$ cat config.mk
export PLATFORM = sky130hd
export DESIGN_NAME = io_serial_tx_flat
export DESIGN_NICKNAME = d
export VERILOG_FILES = /design/src/rtl/io_serial_pkg.sv /design/src/rtl/io_serial_tx_if.sv /design/src/rtl/io_sync_fifo.sv /design/src/rtl/io_serial_tx.sv /design/src/flat_wrapper.sv
export SDC_FILE = /design/constraint.sdc
export NUM_CORES = 1
export LEC_CHECK = 0
export ABC_AREA = 0
export BUFFER_PORTS_ARGS = -buffer_cell sky130_fd_sc_hd__buf_2
export CORE_ASPECT_RATIO = 2
export CORE_MARGIN = 2
export CORE_UTILIZATION = 50
export DETAILED_ROUTE_END_ITERATION = 7
export PLACE_DENSITY = 0.76
export SLEW_MARGIN = 30
export SYNTH_ARGS = -nofsm -noshare
export SYNTH_HDL_FRONTEND = slang
export SYNTH_SLANG_ARGS = --single-unit
$ cat constraint.sdc
create_clock -name clk -period 8 [get_ports clk]
set_input_delay 0.4 -clock clk [delete_from_list [all_inputs] [get_ports clk]]
set_output_delay 0.4 -clock clk [all_outputs]
set_load 0.05 [all_outputs]
$ cat src/rtl/io_serial_pkg.sv
// Shared definitions for the memory-mapped serial transmitter: register map,
// STATUS/CONTROL bit positions and the frame FSM state type.
package io_serial_pkg;

  localparam logic [1:0] REG_TXDATA  = 2'd0;
  localparam logic [1:0] REG_STATUS  = 2'd1;
  localparam logic [1:0] REG_DIVISOR = 2'd2;
  localparam logic [1:0] REG_CONTROL = 2'd3;

  localparam int unsigned STAT_EMPTY     = 0;
  localparam int unsigned STAT_FULL      = 1;
  localparam int unsigned STAT_BUSY      = 2;
  localparam int unsigned STAT_OVERFLOW  = 3;
  localparam int unsigned STAT_COUNT_LSB = 8;

  localparam int unsigned CTRL_ENABLE = 0;
  localparam int unsigned CTRL_FLUSH  = 1;
  localparam int unsigned CTRL_ODD    = 2;

  typedef enum logic [2:0] {
    StIdle,
    StStart,
    StData,
    StParity,
    StStop
  } tx_state_e;

endpackage

$ cat src/rtl/io_serial_tx_if.sv
// IO-side register bus between the memory controller and an IO responder.
interface io_serial_tx_if #(
  parameter int unsigned IO_ADDR_BITS = 2
) ();
  logic [IO_ADDR_BITS-1:0] addressIO;
  logic [31:0]             dataInIO;
  logic [31:0]             dataOutIO;
  logic                    wEnIO;

  modport master (output addressIO, output dataInIO, output wEnIO, input dataOutIO);
  modport slave  (input addressIO, input dataInIO, input wEnIO, output dataOutIO);
endinterface

$ cat src/rtl/io_sync_fifo.sv
// Single-clock FIFO with synchronous reset and flush; a push into a full FIFO is
// accepted only when a pop happens in the same cycle.
module io_sync_fifo #(
  parameter int unsigned WIDTH = 8,
  parameter int unsigned DEPTH = 8
) (
  input  logic                     clk,
  input  logic                     rst,
  input  logic                     push,
  input  logic                     pop,
  input  logic                     flush,
  input  logic [WIDTH-1:0]         wdata,
  output logic [WIDTH-1:0]         rdata,
  output logic                     full,
  output logic                     empty,
  output logic [$clog2(DEPTH):0]   count
);
  localparam int unsigned AW = $clog2(DEPTH);

  logic [WIDTH-1:0] mem_q [DEPTH];
  logic [AW-1:0]    wr_ptr_q, rd_ptr_q;
  logic [AW:0]      count_q;
  logic             do_push, do_pop;

  assign empty   = (count_q == '0);
  assign full    = (count_q == (AW+1)'(DEPTH));
  assign count   = count_q;
  assign rdata   = mem_q[rd_ptr_q];
  assign do_pop  = pop && !empty;
  assign do_push = push && (!full || do_pop);

  always_ff @(posedge clk) begin
    if (rst || flush) begin
      wr_ptr_q <= '0;
      rd_ptr_q <= '0;
      count_q  <= '0;
    end else begin
      if (do_push) wr_ptr_q <= wr_ptr_q + 1'b1;
      if (do_pop)  rd_ptr_q <= rd_ptr_q + 1'b1;
      case ({do_push, do_pop})
        2'b10:   count_q <= count_q + 1'b1;
        2'b01:   count_q <= count_q - 1'b1;
        default: count_q <= count_q;
      endcase
    end
  end

  always_ff @(posedge clk) begin
    if (do_push) mem_q[wr_ptr_q] <= wdata;
  end

endmodule

$ cat src/rtl/io_serial_tx.sv
// Memory-mapped 8N1 serial transmitter with TX FIFO and programmable bit period.
// Define IO_SERIAL_PARITY_EN to insert a parity bit (CONTROL[2] selects odd).
module io_serial_tx
  import io_serial_pkg::*;
#(
  parameter int unsigned          IO_ADDR_BITS = 2,
  parameter int unsigned          FIFO_DEPTH   = 8,
  parameter int unsigned          DIV_BITS     = 16,
  parameter logic [DIV_BITS-1:0]  DEFAULT_DIV  = DIV_BITS'(433)
) (
  input  logic              clk,
  input  logic              rst,
  io_serial_tx_if.slave     bus,
  output logic              txd,
  output logic              txIrq
);
  localparam int unsigned CW = $clog2(FIFO_DEPTH) + 1;
`ifdef IO_SERIAL_PARITY_EN
  localparam tx_state_e AFTER_DATA = StParity;
`else
  localparam tx_state_e AFTER_DATA = StStop;
`endif

  logic [IO_ADDR_BITS-1:0] addr;
  logic [1:0]              sel;
  logic [31:0]             wdata, rdata;
  logic                    wen, unused_wdata;

  assign addr         = bus.addressIO;
  assign sel          = addr[1:0];
  assign wdata        = bus.dataInIO;
  assign wen          = bus.wEnIO;
  assign unused_wdata = ^wdata;

  logic          push, pop, flush, fifo_full, fifo_empty;
  logic [7:0]    fifo_rdata;
  logic [CW-1:0] fifo_count;

  assign push  = wen && (sel == REG_TXDATA);
  assign flush = wen && (sel == REG_CONTROL) && wdata[CTRL_FLUSH];

  io_sync_fifo #(
    .WIDTH (8),
    .DEPTH (FIFO_DEPTH)
  ) u_fifo (
    .clk   (clk),
    .rst   (rst),
    .push  (push),
    .pop   (pop),
    .flush (flush),
    .wdata (wdata[7:0]),
    .rdata (fifo_rdata),
    .full  (fifo_full),
    .empty (fifo_empty),
    .count (fifo_count)
  );

  logic                enable_q, ovf_q, par_bit, busy;
  logic [DIV_BITS-1:0] div_q;
`ifdef IO_SERIAL_PARITY_EN
  logic                odd_q;
`endif

  always_ff @(posedge clk) begin
    if (rst) begin
      enable_q <= 1'b0;
      ovf_q    <= 1'b0;
      div_q    <= DEFAULT_DIV;
`ifdef IO_SERIAL_PARITY_EN
      odd_q    <= 1'b0;
`endif
    end else begin
      // A push that finds the FIFO full is only lost when nothing leaves that cycle.
      if (wen && (sel == REG_STATUS) && wdata[STAT_OVERFLOW]) ovf_q <= 1'b0;
      else if (push && fifo_full && !pop)                     ovf_q <= 1'b1;
      if (wen && (sel == REG_DIVISOR)) div_q <= wdata[DIV_BITS-1:0];
      if (wen && (sel == REG_CONTROL)) begin
        enable_q <= wdata[CTRL_ENABLE];
`ifdef IO_SERIAL_PARITY_EN
        odd_q    <= wdata[CTRL_ODD];
`endif
      end
    end
  end

  tx_state_e           state_q, state_d;
  logic [DIV_BITS-1:0] bit_cnt_q, bit_cnt_d;
  logic [2:0]          bit_idx_q, bit_idx_d;
  logic [7:0]          data_q, data_d;

  always_ff @(posedge clk) begin
    if (rst) begin
      state_q   <= StIdle;
      bit_cnt_q <= '0;
      bit_idx_q <= '0;
      data_q    <= '0;
    end else begin
      state_q   <= state_d;
      bit_cnt_q <= bit_cnt_d;
      bit_idx_q <= bit_idx_d;
      data_q    <= data_d;
    end
  end

  // Each bit lasts bit_cnt+1 clocks; the counter reloads from the live divisor at every boundary.
  always_comb begin
    state_d   = state_q;
    bit_cnt_d = bit_cnt_q;
    bit_idx_d = bit_idx_q;
    data_d    = data_q;
    pop       = 1'b0;
    if (state_q == StIdle) begin
      if (enable_q && !fifo_empty) begin
        pop       = 1'b1;
        data_d    = fifo_rdata;
        bit_cnt_d = div_q;
        bit_idx_d = '0;
        state_d   = StStart;
      end
    end else if (bit_cnt_q != '0) begin
      bit_cnt_d = bit_cnt_q - 1'b1;
    end else begin
      bit_cnt_d = div_q;
      case (state_q)
        StStart:  state_d = StData;
        StData: begin
          if (bit_idx_q == 3'd7) state_d   = AFTER_DATA;
          else                   bit_idx_d = bit_idx_q + 1'b1;
        end
        StParity: state_d = StStop;
        default:  state_d = StIdle;
      endcase
    end
  end

`ifdef IO_SERIAL_PARITY_EN
  assign par_bit = (^data_q) ^ odd_q;
`else
  assign par_bit = 1'b1;
`endif

  always_comb begin
    case (state_q)
      StStart:  txd = 1'b0;
      StData:   txd = data_q[bit_idx_q];
      StParity: txd = par_bit;
      default:  txd = 1'b1;
    endcase
    busy  = (state_q != StIdle);
    txIrq = fifo_empty && !busy && enable_q;
  end

  always_comb begin
    rdata = '0;
    case (sel)
      REG_STATUS: begin
        rdata[STAT_EMPTY]             = fifo_empty;
        rdata[STAT_FULL]              = fifo_full;
        rdata[STAT_BUSY]              = busy;
        rdata[STAT_OVERFLOW]          = ovf_q;
        rdata[STAT_COUNT_LSB +: CW]   = fifo_count;
      end
      REG_DIVISOR: rdata[DIV_BITS-1:0] = div_q;
      REG_CONTROL: begin
        rdata[CTRL_ENABLE] = enable_q;
`ifdef IO_SERIAL_PARITY_EN
        rdata[CTRL_ODD]    = odd_q;
`endif
      end
      default: rdata = '0;
    endcase
  end

  assign bus.dataOutIO = rdata;

endmodule

$ cat src/flat_wrapper.sv
// flat-port wrapper written by rule: the top's interface ports become plain ports
module io_serial_tx_flat import io_serial_pkg::*;
#(
  parameter int unsigned          IO_ADDR_BITS = 2,
  parameter int unsigned          FIFO_DEPTH   = 8,
  parameter int unsigned          DIV_BITS     = 16,
  parameter logic [DIV_BITS-1:0]  DEFAULT_DIV  = DIV_BITS'(433)
)
  (clk, rst, txd, txIrq, bus_addressIO, bus_dataInIO, bus_wEnIO, bus_dataOutIO);
  io_serial_tx_if #(.IO_ADDR_BITS(IO_ADDR_BITS)) bus_i ();
  input  logic clk;
  input  logic rst;
  output logic txd;
  output logic txIrq;
  input wire logic [$bits(bus_i.addressIO)-1:0] bus_addressIO;
  input wire logic [$bits(bus_i.dataInIO)-1:0] bus_dataInIO;
  input wire logic [$bits(bus_i.wEnIO)-1:0] bus_wEnIO;
  output wire logic [$bits(bus_i.dataOutIO)-1:0] bus_dataOutIO;
  assign bus_i.addressIO = bus_addressIO;
  assign bus_i.dataInIO = bus_dataInIO;
  assign bus_i.wEnIO = bus_wEnIO;
  assign bus_dataOutIO = bus_i.dataOutIO;
  io_serial_tx #(.IO_ADDR_BITS(IO_ADDR_BITS), .FIFO_DEPTH(FIFO_DEPTH), .DIV_BITS(DIV_BITS), .DEFAULT_DIV(DEFAULT_DIV)) u_core (.clk(clk), .rst(rst), .bus(bus_i), .txd(txd), .txIrq(txIrq));
endmodule
==> results.ini, run 1 <==
[pwr]
finalPower_uw=1490
power.share.clock_pct=50.2
p_int_uw=1150
power.density_nw_per_um2=231
vdd_drop_max_v=0.000204
pwr-share-seq_pct=44.8
net-switching-power_uw=348
swShare_pct=23.3
power_frac_comb_pct=5.0
leakagePower_uw=0.00229

[global_route]
antenna_found_initial=0
grt_pass1_vias=4052
gr-total-overflow=0
grt_pass1_wl_um=19900
grt.total_usage_pct=21.3
grt_max_degree=51

[final_layout]
syn_to_final_growth_pct=13.4
fillers=909
nNetsFinal=578
final_cell_mix=64 x edfxtp_1, 57 x dfxtp_1, 53 x nand2_1
final_area_sq_um=6480
utilization_pct=57.7
drive_gt1_share_pct=20.1
mostFrequentLayoutCell=edfxtp_1
antenna_cells=0

[hold_path]
min_from=bus_dataInIO[8]
min_path_type=input pin to flip-flop

[routing]
drtAntennaViolNets=0
dr.first_iter.drc_count=319
drc_errors=0
wl_per_cell_um=18.2
viasPerCell=5.90
first_pass_iters=5
num_vias=4033
drt_wl_total_um=12500

[synthesis]
yosysUniqueCellTypes=60
yosysWarnings=0
syn_area_sq_um=5710
synthFlopType=edfxtp_1
synth_enable_flop_cells=64
syn_avg_cell_area_sq_um=11.4
synthArstFlopShare_pct=0
synth-seq-area-share_pct=54.0
ys_ff_latch=122
syn-instance-count=499

[sta]
period_share_pct=35.8
slew_viol_final=0
finalClockSkew_ns=0.00874
relSlewSlack_pct=39.4
worst_pin_slew_ns=0.909
rsz0062_at_grt=false
max_freq_mhz=349
hold_viol_final=0
period_minus_slack_ns=2.86
fin_setup_tns_ns=0
fin_hold_ws_ns=0.213
setup_viol=0

[clock_network]
cts_setup_buffers=0
cts_resized=0
cts_root_buf=clkbuf_16
cts.sink_count=122
cts_hold_buf=0
htree_levels=4
numCtsBuffers=17
cts_tree=yes
clk_path_buf_depth=2
clock_latency_ns=0.41
path_clk_slew_ns=0.06

[floorplanning]
dieWidth_um=79.6
ios=71
row_count=55
die_area_sq_um=12300
core_area_sq_um=11200
initial_core_util_pct=50.9
die_y_um=155

[setup_path]
r2r_start=u_core.enable_q
startpoint=u_core.enable_q
crit_fanout=8
crit_type=flip-flop to flip-flop
worstSetupStartpointType=flip-flop
cp_data_arrival_time_ns=2.90
endpoint_kind=flip-flop
worstPathRequired_ns=8.04

[place]
place_congestion=0.919
place_area_sq_um=5880
hpwl_um=8680
io_buffers=38

[run]
cap_violations=0

[status]
status=finished, final reports clean

-- routing by layer --
layer | global-route usage, % | wire (um) | part of all wire, %
met4 | 9.77 | 412 | 3.3
met2 | 39.6 | 7080 | 57
met1 | 21.5 | 4420 | 35
met5 | 0 | 0 | 0
met3 | 5.22 | 551 | 4.4
-- flip-flops by register name, summed over array words and instances (netlist names), 4 cells and up --
| register | cells |
|---|---|
| u_core.u_fifo.mem_q | 64 |
| u_core.data_q | 8 |
| u_core.bit_cnt_q | 16 |
| u_core.u_fifo.count | 4 |
| u_core.div_q | 16 |
-- synthesized netlist by cell type, types with 3 or more instances --
cell / instances / area, sq um
a211oi_1: 14 / 105
a21oi_1: 31 / 155
a22oi_1: 8 / 60.1
a31oi_1: 3 / 18.8
and2_1: 10 / 62.6
buf_1: 3 / 11.3
buf_4: 16 / 120
buf_6: 4 / 45.0
clkbuf_1: 19 / 71.3
dfxtp_1: 58 / 1160
edfxtp_1: 64 / 1920
ha_1: 12 / 150
inv_1: 6 / 22.5
mux2i_1: 12 / 120
mux4_2: 18 / 405
nand2_1: 53 / 199
nand2b_1: 4 / 25.0
nand3_1: 6 / 30.0
nand3b_1: 6 / 45.0
nand4_1: 5 / 31.3
nor2_1: 45 / 169
nor2b_1: 10 / 62.6
nor3_1: 15 / 75.1
nor3b_1: 3 / 22.5
nor4_1: 3 / 18.8
o21ai_0: 10 / 50.1
o22ai_1: 4 / 25.0
or3_1: 3 / 18.8
or3_2: 3 / 22.5
or4_1: 4 / 30.0
xnor2_1: 6 / 52.6
xor2_1: 4 / 35.0
-- cell families after synthesis --
group,after synthesis,synth area share (%)
AO/OA/AOI/OAI,95,11.5
XOR/XNOR,10,1.53
adder cells (fa/ha/maj),12,2.63
buffers and inverters,51,5.30
flip-flops,122,54.0
multiplexers,31,9.40
other,1,0.0656
AND/OR/NAND/NOR,177,15.6
-- critical path, cell delays in order, from the launching register on --
cell and delay [ns]:
dfxtp_1 0.45, or4b_2 0.76, a31oi_1 0.45, nand2_1 0.20, nor2_1 0.63
-- metrics by stage --
step | worst slack [ns] | std cells
after CTS | 5.12 | 684
after floorplan | 5.29 | 514
final | 5.14 | 684
after global routing | 5.01 | 684
after global placement | 5.20 | 652
after detailed placement | 5.13 | 652
-- layout make-up --
class / count / area, sq um / share of cell area, %
multi-input cells: 341 / 2390 / 36.9
repair buffers: 41 / 213 / 3.28
flip-flops and latches: 122 / 3080 / 47.6
inverters: 6 / 22.5 / 0.348
well taps: 142 / 178 / 2.74
clock inverters: 15 / 164 / 2.53
clock buffers: 17 / 425 / 6.57
-- power groups by stage --
stage,combinational [uW],sequential (uW),clock (uW)
after floorplan,61.1,680,0
after global placement,72.2,682,0
after detailed placement,74.0,682,0
after CTS,74.3,669,763
after global routing,80.6,669,797
final,74.4,669,750
-- path summary, 6_finish.rpt --
kind / endpoint / slack (ns) / cells past startpoint
max reg2reg: u_core.u_fifo.mem_q[5][2] / 5.14 / 4
max: u_core.u_fifo.mem_q[5][2] / 5.14 / 4
min: u_core.div_q[8] / 0.21 / 3
min reg2reg: u_core.div_q[15] / 0.48 / 2
(Power assumes the default switching activity.)
==> run 2: changes to the inputs <==
==> constraint.sdc (replaced) <==
create_clock -name clk -period 3 [get_ports clk]
set_input_delay 0.15 -clock clk [delete_from_list [all_inputs] [get_ports clk]]
set_output_delay 0.15 -clock clk [all_outputs]
set_load 0.05 [all_outputs]
==> run 2 against run 1 <==
Net effect:
- clock power grew to 2.7 times the previous value
- sequential cell count stayed put
- count of clock-buffer cells in the layout stayed put
- sequential power grew to 2.7 times the previous value
- critical endpoint is now u_core.u_fifo.mem_q[0][3]
==> results.ini, run 2 (same netlist as run 1, synthesis figures left out) <==
[global_route]
grt_pass1_vias=4079
grt_pass1_wl_um=20100
antenna_found_initial=0
gr-total-overflow=0
grt_max_degree=36
grt.total_usage_pct=21.6

[sta]
fin_setup_tns_ns=0
finalClockSkew_ns=0.0117
rsz0062_at_grt=false
max_freq_mhz=396
relSlewSlack_pct=45.3
period_minus_slack_ns=2.52
setup_viol=0
slew_viol_final=0
hold_viol_final=0
worst_pin_slew_ns=0.820
period_share_pct=84.2

[clock_network]
cts_tree=yes
cts.sink_count=122
clk_path_buf_depth=2
cts_root_buf=clkbuf_16
htree_levels=4
cts_setup_buffers=0
clock_latency_ns=0.42
cts_hold_buf=8
cts_resized=0
path_clk_slew_ns=0.07
numCtsBuffers=17

[routing]
first_pass_iters=5
wl_per_cell_um=17.9
dr.first_iter.drc_count=301
viasPerCell=5.85
num_vias=4114
drc_errors=0
drt_wl_total_um=12600
drtAntennaViolNets=0

[final_layout]
nNetsFinal=597
reg_top3=u_core.u_fifo.mem_q (64), u_core.bit_cnt_q (16), u_core.div_q (16)
multi_input_area_sq_um=2380
drive_gt1_share_pct=21.2
top_register=u_core.u_fifo.mem_q
mostFrequentLayoutCell=edfxtp_1
ff_latch_area_sq_um=3080
final_cell_mix=64 x edfxtp_1, 58 x dfxtp_1, 53 x nand2_1
largest_reg_flops=64
antenna_cells=0
fillers=906
final_area_sq_um=6630
syn_to_final_growth_pct=16.1

[setup_path]
crit_fanout=8
worst_path_dominant_cell_family=simple AND/OR/NAND/NOR gates
r2r_start=u_core.state_q[2]
crit_type=flip-flop to flip-flop
rr_worst_depth=5
path_buf_inv=1
cp_data_arrival_time_ns=2.64
critPathMaxStageDelay_ns=0.81
worstSetupStartpointType=flip-flop
cp_cell_sequence=or4b_2 -> a31oi_1 -> nand2b_1 -> nor3_1 -> buf_4
worstPathRequired_ns=3.12
endpoint_kind=flip-flop
ff2ff_setup_slack_ns=0.48
critPathSlowestCell=or4b_2
rr_endpoint=u_core.u_fifo.mem_q[0][3]

[floorplanning]
row_count=55
dieWidth_um=79.6
die_area_sq_um=12300
initial_core_util_pct=50.9
die_y_um=155
ios=71
core_area_sq_um=11200

[hold_path]
whs_path_depth=1
whs_endpoint=u_core.u_fifo.mem_q[2][4]
min_from=bus_dataInIO[4]
min_path_type=input pin to flip-flop

[pwr]
leakagePower_uw=0.00238
power.density_nw_per_um2=605
vdd_drop_max_v=0.000637

[place]
io_buffers=38
place_congestion=0.903
place_area_sq_um=5960
hpwl_um=8940

[status]
status=finished, final reports clean

[run]
cap_violations=0

-- run 2: worst register-to-register path: stages, from the launching register on --
cell,delay [ns]
dfxtp_1,0.37
or4b_2,0.81
a31oi_1,0.45
nand2b_1,0.22
nor3_1,0.18
buf_4,0.21
-- run 2: final cells by class --
class                      instances  area share [%]
sequential                       122            46.5
tap                              142            2.68
inverter                           6           0.340
clock inverter                    15            2.47
clock buffer                      17            6.42
timing repair buffer              60            5.66
multi-input combinational        341            35.9
-- run 2: worst max path at each step --
stage                            from                         to  slack, ns  depth (start not counted)
global route        u_core.state_q[2]  u_core.u_fifo.mem_q[0][3]       0.30                          5
finish              u_core.state_q[2]  u_core.u_fifo.mem_q[0][3]       0.48                          5
floorplan           u_core.state_q[0]  u_core.u_fifo.mem_q[0][0]       0.29                          6
CTS                 u_core.state_q[2]  u_core.u_fifo.mem_q[0][3]       0.46                          5
detailed placement  u_core.state_q[2]  u_core.u_fifo.mem_q[0][6]       0.48                          5
global placement    u_core.state_q[2]  u_core.u_fifo.mem_q[0][5]       0.56                          5
-- run 2: metrics by stage --
step	utilization [%]	instances	hold WS, ns	power [uW]	worst slack (ns)
after CTS	59.1	703	0.0180	4040	0.463
after global placement	53.2	663	0.364	2010	0.561
after global routing	59.1	703	0.0285	4140	0.304
after floorplan	-	514	0.249	1980	0.287
after detailed placement	53.2	663	0.389	2020	0.483
final	59.1	703	0.0243	4010	0.475
-- run 2: layer usage --
metal / vias up / part of all wire (%) / track usage, %
met5: - / 0 / 0
met4: 0 / 4.9 / 13.8
met3: 45 / 4.0 / 4.00
met2: 133 / 55 / 38.7
met1: 1999 / 36 / 22.5
li1: 1937 / - / -
-- run 2: report_power, final --
part	total, uW	internal (uW)	switching [uW]	leakage, uW
sequential	1780	1770	13.0	0.00105
clock	2020	1190	835	0.000290
combinational	208	56.8	151	0.00104
